$ cat src/rtl/id_scoreboard_pkg.sv
// Shared definitions for the decode-stage scoreboard: RISC-V opcode classes,
// the M-unit func7 value and the drain FSM state encoding.
package id_scoreboard_pkg;

   localparam logic [6:0] OP_RTYPE = 7'b0110011;
   localparam logic [6:0] OP_ITYPE = 7'b0010011;
   localparam logic [6:0] OP_LOAD  = 7'b0000011;
   localparam logic [6:0] OP_STYPE = 7'b0100011;
   localparam logic [6:0] OP_BTYPE = 7'b1100011;
   localparam logic [6:0] OP_JTYPE = 7'b1101111;
   localparam logic [6:0] OP_UTYPE = 7'b0110111;
   localparam logic [6:0] OP_AUIPC = 7'b0010111;

   localparam logic [6:0] FUNC7_M_UNIT = 7'b0000001;

   typedef enum logic [1:0] {
      IDLE  = 2'd0,
      DRAIN = 2'd1,
      ACK   = 2'd2
   } sb_state_t;

endpackage

$ cat src/rtl/id_scoreboard_sb_hazard_check.sv
// Combinational hazard evaluation for the instruction sitting in decode,
// using only the registered pending-write bitmap.
module sb_hazard_check
   import id_scoreboard_pkg::*;
(
   input  logic        id_valid,
   input  logic        id_flush,
   input  logic [6:0]  id_opcode,
   input  logic [6:0]  id_func7,
   input  logic [4:0]  id_rs1,
   input  logic [4:0]  id_rs2,
   input  logic [4:0]  id_rd,
   input  logic        id_wb_reg_file,
   input  logic        id_wb_load,
   input  logic [31:0] busy_map,
   input  logic        at_max,
   input  logic        fsm_idle,
   output logic        long_op,
   output logic        id_stall
);

   logic rs1_used;
   logic rs2_used;
   logic raw;
   logic waw;

   always_comb begin
      long_op  = id_wb_load | ((id_opcode == OP_RTYPE) & (id_func7 == FUNC7_M_UNIT));
      rs1_used = ~((id_opcode == OP_JTYPE) | (id_opcode == OP_UTYPE) | (id_opcode == OP_AUIPC));
      rs2_used = (id_opcode == OP_RTYPE) | (id_opcode == OP_BTYPE) | (id_opcode == OP_STYPE);
      raw      = (rs1_used & (id_rs1 != '0) & busy_map[id_rs1])
               | (rs2_used & (id_rs2 != '0) & busy_map[id_rs2]);
      waw      = id_wb_reg_file & (id_rd != '0) & busy_map[id_rd];
      id_stall = id_valid & ~id_flush & (raw | waw | (long_op & at_max) | ~fsm_idle);
   end

endmodule

$ cat src/rtl/id_scoreboard.sv
// Decode-stage scoreboard tracking in-flight long-latency writebacks, with a
// drain handshake for fences/CSR ops and a sticky error on stray writebacks.
module id_scoreboard
   import id_scoreboard_pkg::*;
#(
   parameter int unsigned MAX_OUTSTANDING = 4
) (
   input  logic                                   clk,
   input  logic                                   rst,
   input  logic                                   id_valid,
   input  logic                                   id_flush,
   input  logic [6:0]                             id_opcode,
   input  logic [6:0]                             id_func7,
   input  logic [4:0]                             id_rs1,
   input  logic [4:0]                             id_rs2,
   input  logic [4:0]                             id_rd,
   input  logic                                   id_wb_reg_file,
   input  logic                                   id_wb_load,
   input  logic                                   ex_ready,
   input  logic                                   wb_long_valid,
   input  logic [4:0]                             wb_long_rd,
   input  logic                                   drain_req,
   output logic                                   id_stall,
   output logic                                   issue,
   output logic [31:0]                            busy_map,
   output logic [$clog2(MAX_OUTSTANDING+1)-1:0]   outstanding_cnt,
   output logic                                   drain_ack,
   output logic                                   sb_error
);

   localparam int unsigned CW = $clog2(MAX_OUTSTANDING + 1);
   localparam logic [CW-1:0] CNT_MAX = CW'(MAX_OUTSTANDING);

   sb_state_t   state;
   sb_state_t   state_nxt;
   logic        long_op;
   logic        at_max;
   logic        set_en;
   logic        clr_en;
   logic [31:0] set_mask;
   logic [31:0] clr_mask;

   assign at_max = (outstanding_cnt == CNT_MAX);

   sb_hazard_check u_hazard (
      .id_valid       (id_valid),
      .id_flush       (id_flush),
      .id_opcode      (id_opcode),
      .id_func7       (id_func7),
      .id_rs1         (id_rs1),
      .id_rs2         (id_rs2),
      .id_rd          (id_rd),
      .id_wb_reg_file (id_wb_reg_file),
      .id_wb_load     (id_wb_load),
      .busy_map       (busy_map),
      .at_max         (at_max),
      .fsm_idle       (state == IDLE),
      .long_op        (long_op),
      .id_stall       (id_stall)
   );

   assign issue = id_valid & ~id_flush & ~id_stall & ex_ready;

   always_comb begin
      set_en   = issue & long_op & id_wb_reg_file & (id_rd != '0);
      clr_en   = wb_long_valid & (wb_long_rd != '0) & busy_map[wb_long_rd];
      set_mask = '0;
      clr_mask = '0;
      if (set_en) set_mask[id_rd] = 1'b1;
      if (clr_en) clr_mask[wb_long_rd] = 1'b1;
   end

   // Set and clear never target the same register: WAW stalls any issue to a busy rd.
   always_ff @(posedge clk or negedge rst) begin
      if (!rst) begin
         busy_map <= '0;
      end else begin
         busy_map <= ((busy_map | set_mask) & ~clr_mask) & ~32'd1;
      end
   end

   always_ff @(posedge clk or negedge rst) begin
      if (!rst) begin
         outstanding_cnt <= '0;
      end else begin
         case ({set_en, clr_en})
            2'b10:   if (outstanding_cnt != CNT_MAX) outstanding_cnt <= outstanding_cnt + CW'(1);
            2'b01:   if (outstanding_cnt != '0)      outstanding_cnt <= outstanding_cnt - CW'(1);
            default: outstanding_cnt <= outstanding_cnt;
         endcase
      end
   end

   always_ff @(posedge clk or negedge rst) begin
      if (!rst) begin
         sb_error <= 1'b0;
      end else if (wb_long_valid & ~clr_en) begin
         sb_error <= 1'b1;
      end
   end

   always_ff @(posedge clk or negedge rst) begin
      if (!rst) begin
         state <= IDLE;
      end else begin
         state <= state_nxt;
      end
   end

   always_comb begin
      state_nxt = state;
      case (state)
         IDLE:    if (drain_req) state_nxt = DRAIN;
         DRAIN:   if (outstanding_cnt == '0) state_nxt = ACK;
         ACK:     state_nxt = IDLE;
         default: state_nxt = IDLE;
      endcase
   end

   always_comb begin
      drain_ack = (state == ACK);
   end

endmodule

$ cat config.mk
export PLATFORM = sky130hd
export DESIGN_NAME = id_scoreboard
export DESIGN_NICKNAME = d
export VERILOG_FILES = /design/src/rtl/id_scoreboard_pkg.sv /design/src/rtl/id_scoreboard_sb_hazard_check.sv /design/src/rtl/id_scoreboard.sv
export SDC_FILE = /design/constraint.sdc
export NUM_CORES = 1
export LEC_CHECK = 0
export ABC_CLOCK_PERIOD_IN_PS = 3700
export BUFFER_PORTS_ARGS = -buffer_cell sky130_fd_sc_hd__buf_4
export CAP_MARGIN = 10
export CORE_ASPECT_RATIO = 1.75
export CORE_UTILIZATION = 54
export DETAILED_ROUTE_END_ITERATION = 7
export GPL_TIMING_DRIVEN = 0
export PLACE_DENSITY = 0.88
export SLEW_MARGIN = 20
export SYNTH_ARGS = -nofsm -noshare
export SYNTH_HDL_FRONTEND = slang
export SYNTH_SLANG_ARGS = --single-unit
$ cat constraint.sdc
create_clock -name clk -period 3.7 [get_ports clk]
set_input_delay 0.555 -clock clk [delete_from_list [all_inputs] [get_ports clk]]
set_output_delay 0.555 -clock clk [all_outputs]
set_load 0.01 [all_outputs]
; ---- After elaboration in Yosys (flattened, before gate mapping)
; Index checks and enable logic that the tools add are counted.
[word_totals]
out_inout_bits = 39
inputBits = 43
regBits = 37
elab_cells = 96
[classes]
magnitude_cmp = 6
add_sub_neg = 2
n_mux = 20
bitwise = 35
n_eq_ne = 17
reduce_logical = 12
[op_table]
columns = operator, count
row1 = 2-to-1 mux 32 bit, 2
row2 = bitwise AND 32 bit, 1
row3 = NOT 32 bit, 1
row4 = OR 32 bit, 1
row5 = < comparator 5 x 6 -> 1 bit (second input constant), 4
row6 = == test 7 x 6 -> 1 bit (second input constant), 3
row7 = binary-select mux 1 bit (select 5 bit), 4
row8 = nonzero test 5 bit, 4
row9 = bitwise AND 1 bit, 18
row10 = == test 7 bit (second input constant), 2
row11 = demux 1 bit (select 5 bit), 2
row12 = >= comparator 5 x 1 -> 1 bit (second input constant), 2
row13 = OR 1 bit, 9
row14 = != test 2 bit (second input constant), 4
row15 = == test 7 x 1 -> 1 bit (second input constant), 1
row16 = == test 7 x 5 -> 1 bit (second input constant), 1
row17 = 2-to-1 mux 1 bit, 6
row18 = 2-to-1 mux 3 bit, 2
row19 = one-hot mux 3 bit (2 select lines), 1
row20 = NOT 1 bit, 5
row21 = == test 2 x 1 -> 1 bit (second input constant), 2
row22 = == test 2 bit (second input constant), 2
row23 = 2-to-1 mux 2 bit, 2
row24 = one-hot mux 2 bit (2 select lines), 1
row25 = other kinds (11), 12

; ---- Logic depth before layout (Yosys ltp)
; Gate-level depths: netlist of the first run.
[logic_depth]
depth_word = 20
mapped_depth = 16
mapped_depth_nobuf = 13

; ---- Cells and area by module
; Synthesis of the first run repeated with hierarchy kept, for this count alone.
[unflattened]
cells_unflattened = 304
area_unflattened_um2 = 3070.4
[modules_own_cells]
columns = module, seq_area_each_um2, cells_per_inst, n_inst, area_per_inst_um2
row1 = id_scoreboard, 925.9, 199, 1, 2052.0
row2 = sb_hazard_check, 0.0, 105, 1, 1018.5

; ---- Worst setup path after synthesis of the first run
; No wires, ideal clock.
[synth_path]
path_kind = input port to flip-flop
startpoint = in id_rs1[0]
endpoint = reg outstanding_cnt[2]
t_required_ps = 3570
stages = 14
arrival_time_ps = 3214
slack_ps = 356
setup_time_ps = 130
path_cell_list = buf_2 -> mux4_2 -> mux2i_1 -> o22ai_1 -> a31o_2 -> nand3_2 -> nand4_2 -> or4_1 -> ha_1 -> inv_1 -> fa_1 -> xor2_1 -> nor2_1 -> xor2_1
[synth_between]
elab_chain_cells = 17
[synth_rtl]
columns = item, line_no
row1 = start: declaration, id_scoreboard.sv:14  ; input logic [4:0] id_rs1,
row2 = binary-select mux 1 bit (select 5 bit) / nonzero test 5 bit (equally long branches), id_scoreboard_sb_hazard_check.sv:31  ; raw = (rs1_used & (id_rs1 != '0) & busy_map[id_rs1])
row3 = 2-to-1 mux 1 bit (implied by the code) / bitwise AND 1 bit (equally long branches), id_scoreboard_sb_hazard_check.sv:31
row4 = bitwise AND 1 bit (*), id_scoreboard_sb_hazard_check.sv:31
row5 = OR 1 bit (*), id_scoreboard_sb_hazard_check.sv:32  ; | (rs2_used & (id_rs2 != '0) & busy_map[id_rs2]);
row6 = OR 1 bit (*) (3 in series), id_scoreboard_sb_hazard_check.sv:34  ; id_stall = id_valid & ~id_flush & (raw | waw | (long_op & at_max) | ~fsm_idle);
row7 = bitwise AND 1 bit (*), id_scoreboard_sb_hazard_check.sv:34
row8 = NOT 1 bit (*), id_scoreboard.sv:62  ; assign issue = id_valid & ~id_flush & ~id_stall & ex_ready;
row9 = bitwise AND 1 bit (*) (2 in series), id_scoreboard.sv:62
row10 = bitwise AND 1 bit (*) (3 in series), id_scoreboard.sv:65  ; set_en = issue & long_op & id_wb_reg_file & (id_rd != '0);
row11 = == test 2 x 1 -> 1 bit / == test 2 bit (equally long branches), id_scoreboard.sv:86  ; case ({set_en, clr_en})
row12 = != test 2 bit (no line) / nonzero test 2 bit (equally long branches), n/a
row13 = AND reduction 3 bit (no line), n/a
row14 = end signal: assignment, id_scoreboard.sv:87  ; 2'b10: if (outstanding_cnt != CNT_MAX) outstanding_cnt <= outstanding_cnt + CW'(1);
row15 = end signal: assignment, id_scoreboard.sv:88  ; 2'b01: if (outstanding_cnt != '0) outstanding_cnt <= outstanding_cnt - CW'(1);
row16 = end signal: assignment, id_scoreboard.sv:89  ; default: outstanding_cnt <= outstanding_cnt;
row17 = end: declaration, id_scoreboard.sv:26  ; output logic [$clog2(MAX_OUTSTANDING+1)-1:0] outstanding_cnt,
; Every way passes the cells marked *; elsewhere a longest branch is shown, timed or not. The select of a mux whose other input is x is not followed.
; A chain may end at the register's enable or synchronous reset.

; ---- Final worst setup path of the first run
[layout_path]
startpoint = in id_rd[1]
endpoint = reg outstanding_cnt[2]
[layout_between]
elab_chain_cells = 16
[layout_rtl]
columns = item, line_no
row1 = start: declaration, id_scoreboard.sv:16  ; input logic [4:0] id_rd,
row2 = binary-select mux 1 bit (select 5 bit) / nonzero test 5 bit (equally long branches), "id_scoreboard_sb_hazard_check.sv:33, id_scoreboard.sv:65"
row3 = 2-to-1 mux 1 bit (implied by the code) / bitwise AND 1 bit (equally long branches), id_scoreboard_sb_hazard_check.sv:33  ; waw = id_wb_reg_file & (id_rd != '0) & busy_map[id_rd];
row4 = bitwise AND 1 bit, id_scoreboard_sb_hazard_check.sv:33
row5 = OR 1 bit (3 in series), id_scoreboard_sb_hazard_check.sv:34
row6 = bitwise AND 1 bit, id_scoreboard_sb_hazard_check.sv:34
row7 = NOT 1 bit, id_scoreboard.sv:62
row8 = bitwise AND 1 bit (2 in series), id_scoreboard.sv:62
row9 = bitwise AND 1 bit (2 in series), id_scoreboard.sv:65
row10 = bitwise AND 1 bit (*), id_scoreboard.sv:65
row11 = == test 2 x 1 -> 1 bit / == test 2 bit (equally long branches), id_scoreboard.sv:86
row12 = != test 2 bit (no line) / nonzero test 2 bit (equally long branches), n/a
row13 = AND reduction 3 bit (no line), n/a
; Marked as above.

==> results.toml, run 1 <==
[yosys]
synth_edf_count = 0
synthesis.area_um2 = 3150
yosys-top-cells-area = "dfrtp_1, mux4_2, inv_1"
synth.cells.most_frequent = "inv_1, dfrtp_1, a21oi_1, nand2_1, mux4_2"
yosys_warnings = 0
synthDominantCellAreaShare_pct = 29.4
postSynthRegisterBits = 37
synth_cell_type_count = 55
synth_top_cell_by_area = "dfrtp_1"
asyncSetResetFlopFracSynth_pct = 100
ys_seq_area_share_pct = 29.4
yosys.cell_count.top_type = "inv_1"
postSynthCellCount = 343
syn-mean-instance-area_um2 = 9.19
syn_nets = 389
dominantRegCellSynth = "dfrtp_1"

[sta]
fin_worst_skew_ns = 0.00468
least_setup_slack_across_all_paths_after_layout_ns = 0.266
tcrit_tclk_final_pct = 92.8
timing.hold.ws_ns = 0.196
report.final.hold_viol_count = 0
worst_pin_slew_ns = 0.656
fin_crit_ns = 3.43
final-max-slew-violation-count = 0
totalNegativeSetupSlack_ns = 0
unrepaired_setup_endpoints_after_global_routing = "no"
fmax_ghz = 0.291
finalSetupViolCount = 0
relSlewSlack_pct = 56.2

[global_routing]
gr-usage-all-layers_pct = 34.3
grt.overflow.total = 0
grt_pass1_vias = 3146
grt_pass1_wl_mm = 15.3
grt_max_degree = 38
initial_antenna_violation_count = 0

[floorplanning]
placeable_core_region_um2 = 5590
die_width_um = 59.8
pin_count = 82
rows = 36
start_util_pct = 56.4
die-area_um2 = 6160
dieHeight_um = 103

[worst_setup_path]
cp_data_required_time_ns = 3.94
crit_path_end_kind = "register"
critical_path_class = "in2reg"
r2r_setup_slack_ns = 0.33
worst_ep_arrival_time_ns = 3.67
cp-start-kind = "primary input"
cp_max_fo = 10

[placement]
place_inst = 491
place_area_um2 = 3790
post_place_worst_slack_ns = -0.0796
portBuffers = 72
gp_routability_congestion = 1.00
placed_wire_length_estimate_after_detailed_placement_mm = 7.49

[finish]
antenna-diode-count = 0
synthToLayoutAreaGrowth_pct = 22.9
multi_input_logic_area_um2 = 1960
finish.instance_area_um2 = 3870
drive_gt1_share_pct = 30.6
layout.filler_cells = 509
final_core_utilization_pct = 69.4
non_filler_cells_in_the_finished_layout = 498
design.final.nets = 468
regArea_um2 = 926

[detailed_routing]
drt.antenna.violating_nets = 0
drc_violation_count_after_routing = 0
detail_route.first_pass.iterations = 5
dr_total_vias = 3257
drt-vias-per-instance = 6.54
detailedRoute.firstIterationViolations = 242
postRouteWirelength_mm = 9.96
drt-wirelength-per-cell_um = 20.0

[outcome]
status = "finished, final reports clean"

[pwr]
cellLeakagePower_nw = 1.56
power_density_nw_per_um2 = 269
fin_total_pwr_mw = 1.04
vdd.ir_drop.worst_v = 0.000186

[clock_network]
clk_pin_slew_ns = 0.07
clk_path_buf_depth = 2
post_cts_resize_count = 0
cts_max_level = 2
clock_tree_from_tritoncts = "yes"
cts_hold_buffers = 0
tritoncts_num_sinks = 37
cts_buffers = 5
cts_setup_buffers = 0
insertion_delay_ns = 0.31
cts-root-buf = "clkbuf_8"

[run]
max-cap-violations = 0

[min_path]
min-delay-path-class = "in2async"
[critical path: stages]
cell and delay [ns]:
buf_4 0.08, clkbuf_1 0.35, mux2_2 0.39, nand3_1 0.08, o21ai_0 0.10, a211oi_1 0.19, a31o_2 0.27, nand4_2 0.15
or4_1 0.57, ha_1 0.24, inv_1 0.09, o21ai_0 0.08, a21o_1 0.22, nor2_1 0.14, xor2_1 0.15
[power breakdown]
| part | internal, mW | switching [mW] | leakage [nW] |
|---|---|---|---|
| Combinational | 0.130 | 0.153 | 1.01 |
| Sequential | 0.431 | 0.0362 | 0.503 |
| Clock | 0.148 | 0.145 | 0.0443 |
| Total | 0.709 | 0.335 | 1.56 |
[cells by family after synthesis]
group	synth area share, %
adder cells (fa/ha/maj)	1.43
AO/OA/AOI/OAI	19.5
multiplexers	22.4
XOR/XNOR	0.834
flip-flops	29.4
other	0.119
AND/OR/NAND/NOR	18.0
buffers and inverters	8.34
[flip-flops by register name, summed over array words and instances (netlist names)]
signal / flops
busy_map: 31
outstanding_cnt: 3
sb_error: 1
state: 2
[layer usage]
metal | vias up | wire (µm) | global-route usage, %
met5 | - | 0 | 0
met4 | 0 | 608 | 25.0
met3 | 56 | 946 | 7.28
met2 | 234 | 5120 | 58.5
met1 | 1522 | 3280 | 36.3
li1 | 1445 | - | -
[layout make-up]
| class | instances | area share, % |
|---|---|---|
| plain buffers | 22 | 2.94 |
| clock buffers | 7 | 2.23 |
| inverters | 40 | 3.87 |
| multi-input cells | 244 | 50.7 |
| flip-flops and latches | 37 | 23.9 |
| well taps | 76 | 2.45 |
| repair buffers | 72 | 13.9 |
[placed cells by master, fill, tap and decap left out, types with 5 or more instances in the layout]
| master | Yosys | routed |
|---|---|---|
| buf_2 | 6 | 6 |
| buf_4 | 2 | 74 |
| inv_1 | 40 | 40 |
| a21oi_1 | 29 | 29 |
| nor4_1 | 5 | 5 |
| clkbuf_1 | 8 | 8 |
| nor3_1 | 10 | 10 |
| nor3b_1 | 6 | 6 |
| nor2_1 | 16 | 16 |
| nand2_1 | 26 | 26 |
| clkbuf_8 | 0 | 6 |
| mux2i_1 | 12 | 12 |
| a211oi_1 | 7 | 7 |
| o22ai_1 | 22 | 22 |
| mux4_2 | 24 | 24 |
| dfrtp_1 | 37 | 37 |
| o21ai_0 | 12 | 12 |
| nand2b_1 | 7 | 7 |
[worst paths after layout]
| kind | start | cells past startpoint | endpoint |
|---|---|---|---|
| max | id_rd[1] | 15 | outstanding_cnt[2]$_DFFE_PN0P_ |
| min | rst | 1 | busy_map[18]$_DFF_PN0_ |
| max reg2reg | busy_map[13]$_DFF_PN0_ | 13 | outstanding_cnt[2]$_DFFE_PN0P_ |
| min reg2reg | state[1]$_DFFE_PN0P_ | 1 | state[0]$_DFFE_PN0P_ |
| max in group asynchronous | rst | 1 | sb_error$_DFFE_PN0P_ |
| min in group clk | state[1]$_DFFE_PN0P_ | 1 | state[0]$_DFFE_PN0P_ |
(Power assumes the default switching activity.)
==> inputs of run 2 (changes only) <==
--- a/config.mk
+++ b/config.mk
@@ -5,7 +5,6 @@
 export SDC_FILE = /design/constraint.sdc
 export NUM_CORES = 1
 export LEC_CHECK = 0
-export ABC_CLOCK_PERIOD_IN_PS = 3700
 export BUFFER_PORTS_ARGS = -buffer_cell sky130_fd_sc_hd__buf_4
 export CAP_MARGIN = 10
 export CORE_ASPECT_RATIO = 1.75
@@ -13,6 +12,7 @@
 export DETAILED_ROUTE_END_ITERATION = 7
 export GPL_TIMING_DRIVEN = 0
 export PLACE_DENSITY = 0.88
+export REMOVE_ABC_BUFFERS = 1
 export SLEW_MARGIN = 20
 export SYNTH_ARGS = -nofsm -noshare
 export SYNTH_HDL_FRONTEND = slang
==> run 2 against run 1 <==
Count of clock-buffer cells in the layout unchanged. Clock power increased by 27%. Sequential power about the same. Sequential share of layout area increased by 0.15 points. Utilization decreased by 0.43 points. Final cell count decreased by 2.6%. Highest routed layer unchanged. Die area unchanged.
==> results.toml, run 2 (synthesized netlist as in run 1, its figures left out) <==
[placement]
placed_wire_length_estimate_after_detailed_placement_mm = 7.24
portBuffers = 80
place_area_um2 = 3730
post_place_worst_slack_ns = -0.00605
place_inst = 477
gp_routability_congestion = 0.948

[worst_setup_path]
cp-start-kind = "register"
worstSetupStartpoint = "busy_map[6]$_DFF_PN0_"
timing.critical_path.to = "outstanding_cnt[1]$_DFFE_PN0P_"
cp_data_required_time_ns = 3.93
critical_path_class = "reg2reg"
r2r_setup_slack_ns = 0.24
critical_register_to_register_path_startpoint = "busy_map[6]$_DFF_PN0_"
regToRegEndpoint = "outstanding_cnt[1]$_DFFE_PN0P_"
reg2reg_depth = 11
crit_path_end_kind = "register"
cp_max_fo = 7
worst_ep_arrival_time_ns = 3.68

[clock_network]
cts_buffers = 5
cts_setup_buffers = 0
cts-root-buf = "clkbuf_8"
clk_pin_slew_ns = 0.08
post_cts_resize_count = 0
clock_tree_from_tritoncts = "yes"
clk_path_buf_depth = 2
cts_hold_buffers = 0
cts_max_level = 2
insertion_delay_ns = 0.30
tritoncts_num_sinks = 37

[floorplanning]
rows = 36
die_width_um = 59.8
placeable_core_region_um2 = 5590
pin_count = 82
dieHeight_um = 103
start_util_pct = 56.4
die-area_um2 = 6160

[finish]
mostFrequentLayoutCells = "buf_4, inv_1, dfrtp_1, a21oi_1, nand2_1"
final_common_cell = "buf_4"
layout.filler_cells = 484
synthToLayoutAreaGrowth_pct = 22.2
finish.instance_area_um2 = 3850
drive_gt1_share_pct = 31.1
largest_reg_flops = 31
max_flop_register = "busy_map"
largestRegisters = "busy_map (31), outstanding_cnt (3), state (2)"
final_core_utilization_pct = 69.0
non_filler_cells_in_the_finished_layout = 485
antenna-diode-count = 0
design.final.nets = 454

[detailed_routing]
drt-vias-per-instance = 6.72
drc_violation_count_after_routing = 0
detailedRoute.firstIterationViolations = 234
drt.antenna.violating_nets = 0
drt-wirelength-per-cell_um = 20.2
dr_total_vias = 3258
detail_route.first_pass.iterations = 5
postRouteWirelength_mm = 9.82

[pwr]
cellLeakagePower_nw = 1.55
power_density_nw_per_um2 = 290
vdd.ir_drop.worst_v = 0.000282

[sta]
unrepaired_setup_endpoints_after_global_routing = "no"
least_setup_slack_across_all_paths_after_layout_ns = 0.244
fmax_ghz = 0.289
report.final.hold_viol_count = 0
fin_crit_ns = 3.46
timing.hold.ws_ns = 0.213
tcrit_tclk_final_pct = 93.4
relSlewSlack_pct = 54.3
final-max-slew-violation-count = 0
worst_pin_slew_ns = 0.684
finalSetupViolCount = 0
fin_worst_skew_ns = 0.00885

[global_routing]
grt_max_degree = 38
grt_pass1_vias = 3155
initial_antenna_violation_count = 0
gr-usage-all-layers_pct = 34.1
grt_pass1_wl_mm = 15.3
grt.overflow.total = 0

[min_path]
min-delay-path-class = "in2async"

[outcome]
status = "finished, final reports clean"

[run]
max-cap-violations = 0
==> run 2: changes by cell type in the layout (fill, tap and decap cells not counted), sizes merged <==
cell	delta
clkbuf	-8
buf	-6
bufinv	+1
==> run 2: how the worst min path moves through the flow <==
stage / startpoint / endpoint / depth (start not counted)
detailed placement: sb_error$_DFFE_PN0P_ / sb_error$_DFFE_PN0P_ / 1
global route: rst / busy_map[21]$_DFF_PN0_ / 1
CTS: rst / busy_map[2]$_DFF_PN0_ / 1
floorplan: rst / busy_map[10]$_DFF_PN0_ / 0
finish: rst / busy_map[17]$_DFF_PN0_ / 1
global placement: sb_error$_DFFE_PN0P_ / sb_error$_DFFE_PN0P_ / 1
==> run 2: critical path, cell delays in order (launching register included) <==
cell and delay (ns):
dfrtp_1 0.47, mux4_2 0.50, mux2i_1 0.28, o22ai_1 0.13
a31o_2 0.23, nand3_2 0.13, nand4_2 0.13, or4_1 0.57
ha_1 0.25, inv_1 0.09, fa_1 0.42, o21ai_0 0.18
==> run 2: metal layers <==
layer  share of wire [%]  GRT usage [%]
met1                  32           38.1
met4                 7.4           28.3
met2                  50           54.4
met3                  11           7.03
met5                   0              0
==> run 2: cell type report <==
cell class	count	area (µm²)	share of cell area, %
well taps	76	95.1	2.47
clock inverters	1	30.0	0.780
multi-input cells	244	1960	51.0
inverters	40	150	3.90
repair buffers	80	601	15.6
clock buffers	7	86.3	2.24
flip-flops and latches	37	926	24.0
==> run 2: metrics by stage <==
step	setup TNS [ns]	power, mW
after floorplan	0	0.607
after global placement	0	0.741
after detailed placement	-0.00605	0.753
after CTS	0	1.13
after global routing	0	1.17
final	0	1.12
==> run 2: power breakdown <==
| part | switching, mW | internal (mW) | leakage (nW) |
|---|---|---|---|
| clock network | 0.152 | 0.220 | 0.0585 |
| registers | 0.0370 | 0.431 | 0.503 |
| logic | 0.150 | 0.129 | 0.989 |
| total | 0.339 | 0.779 | 1.55 |
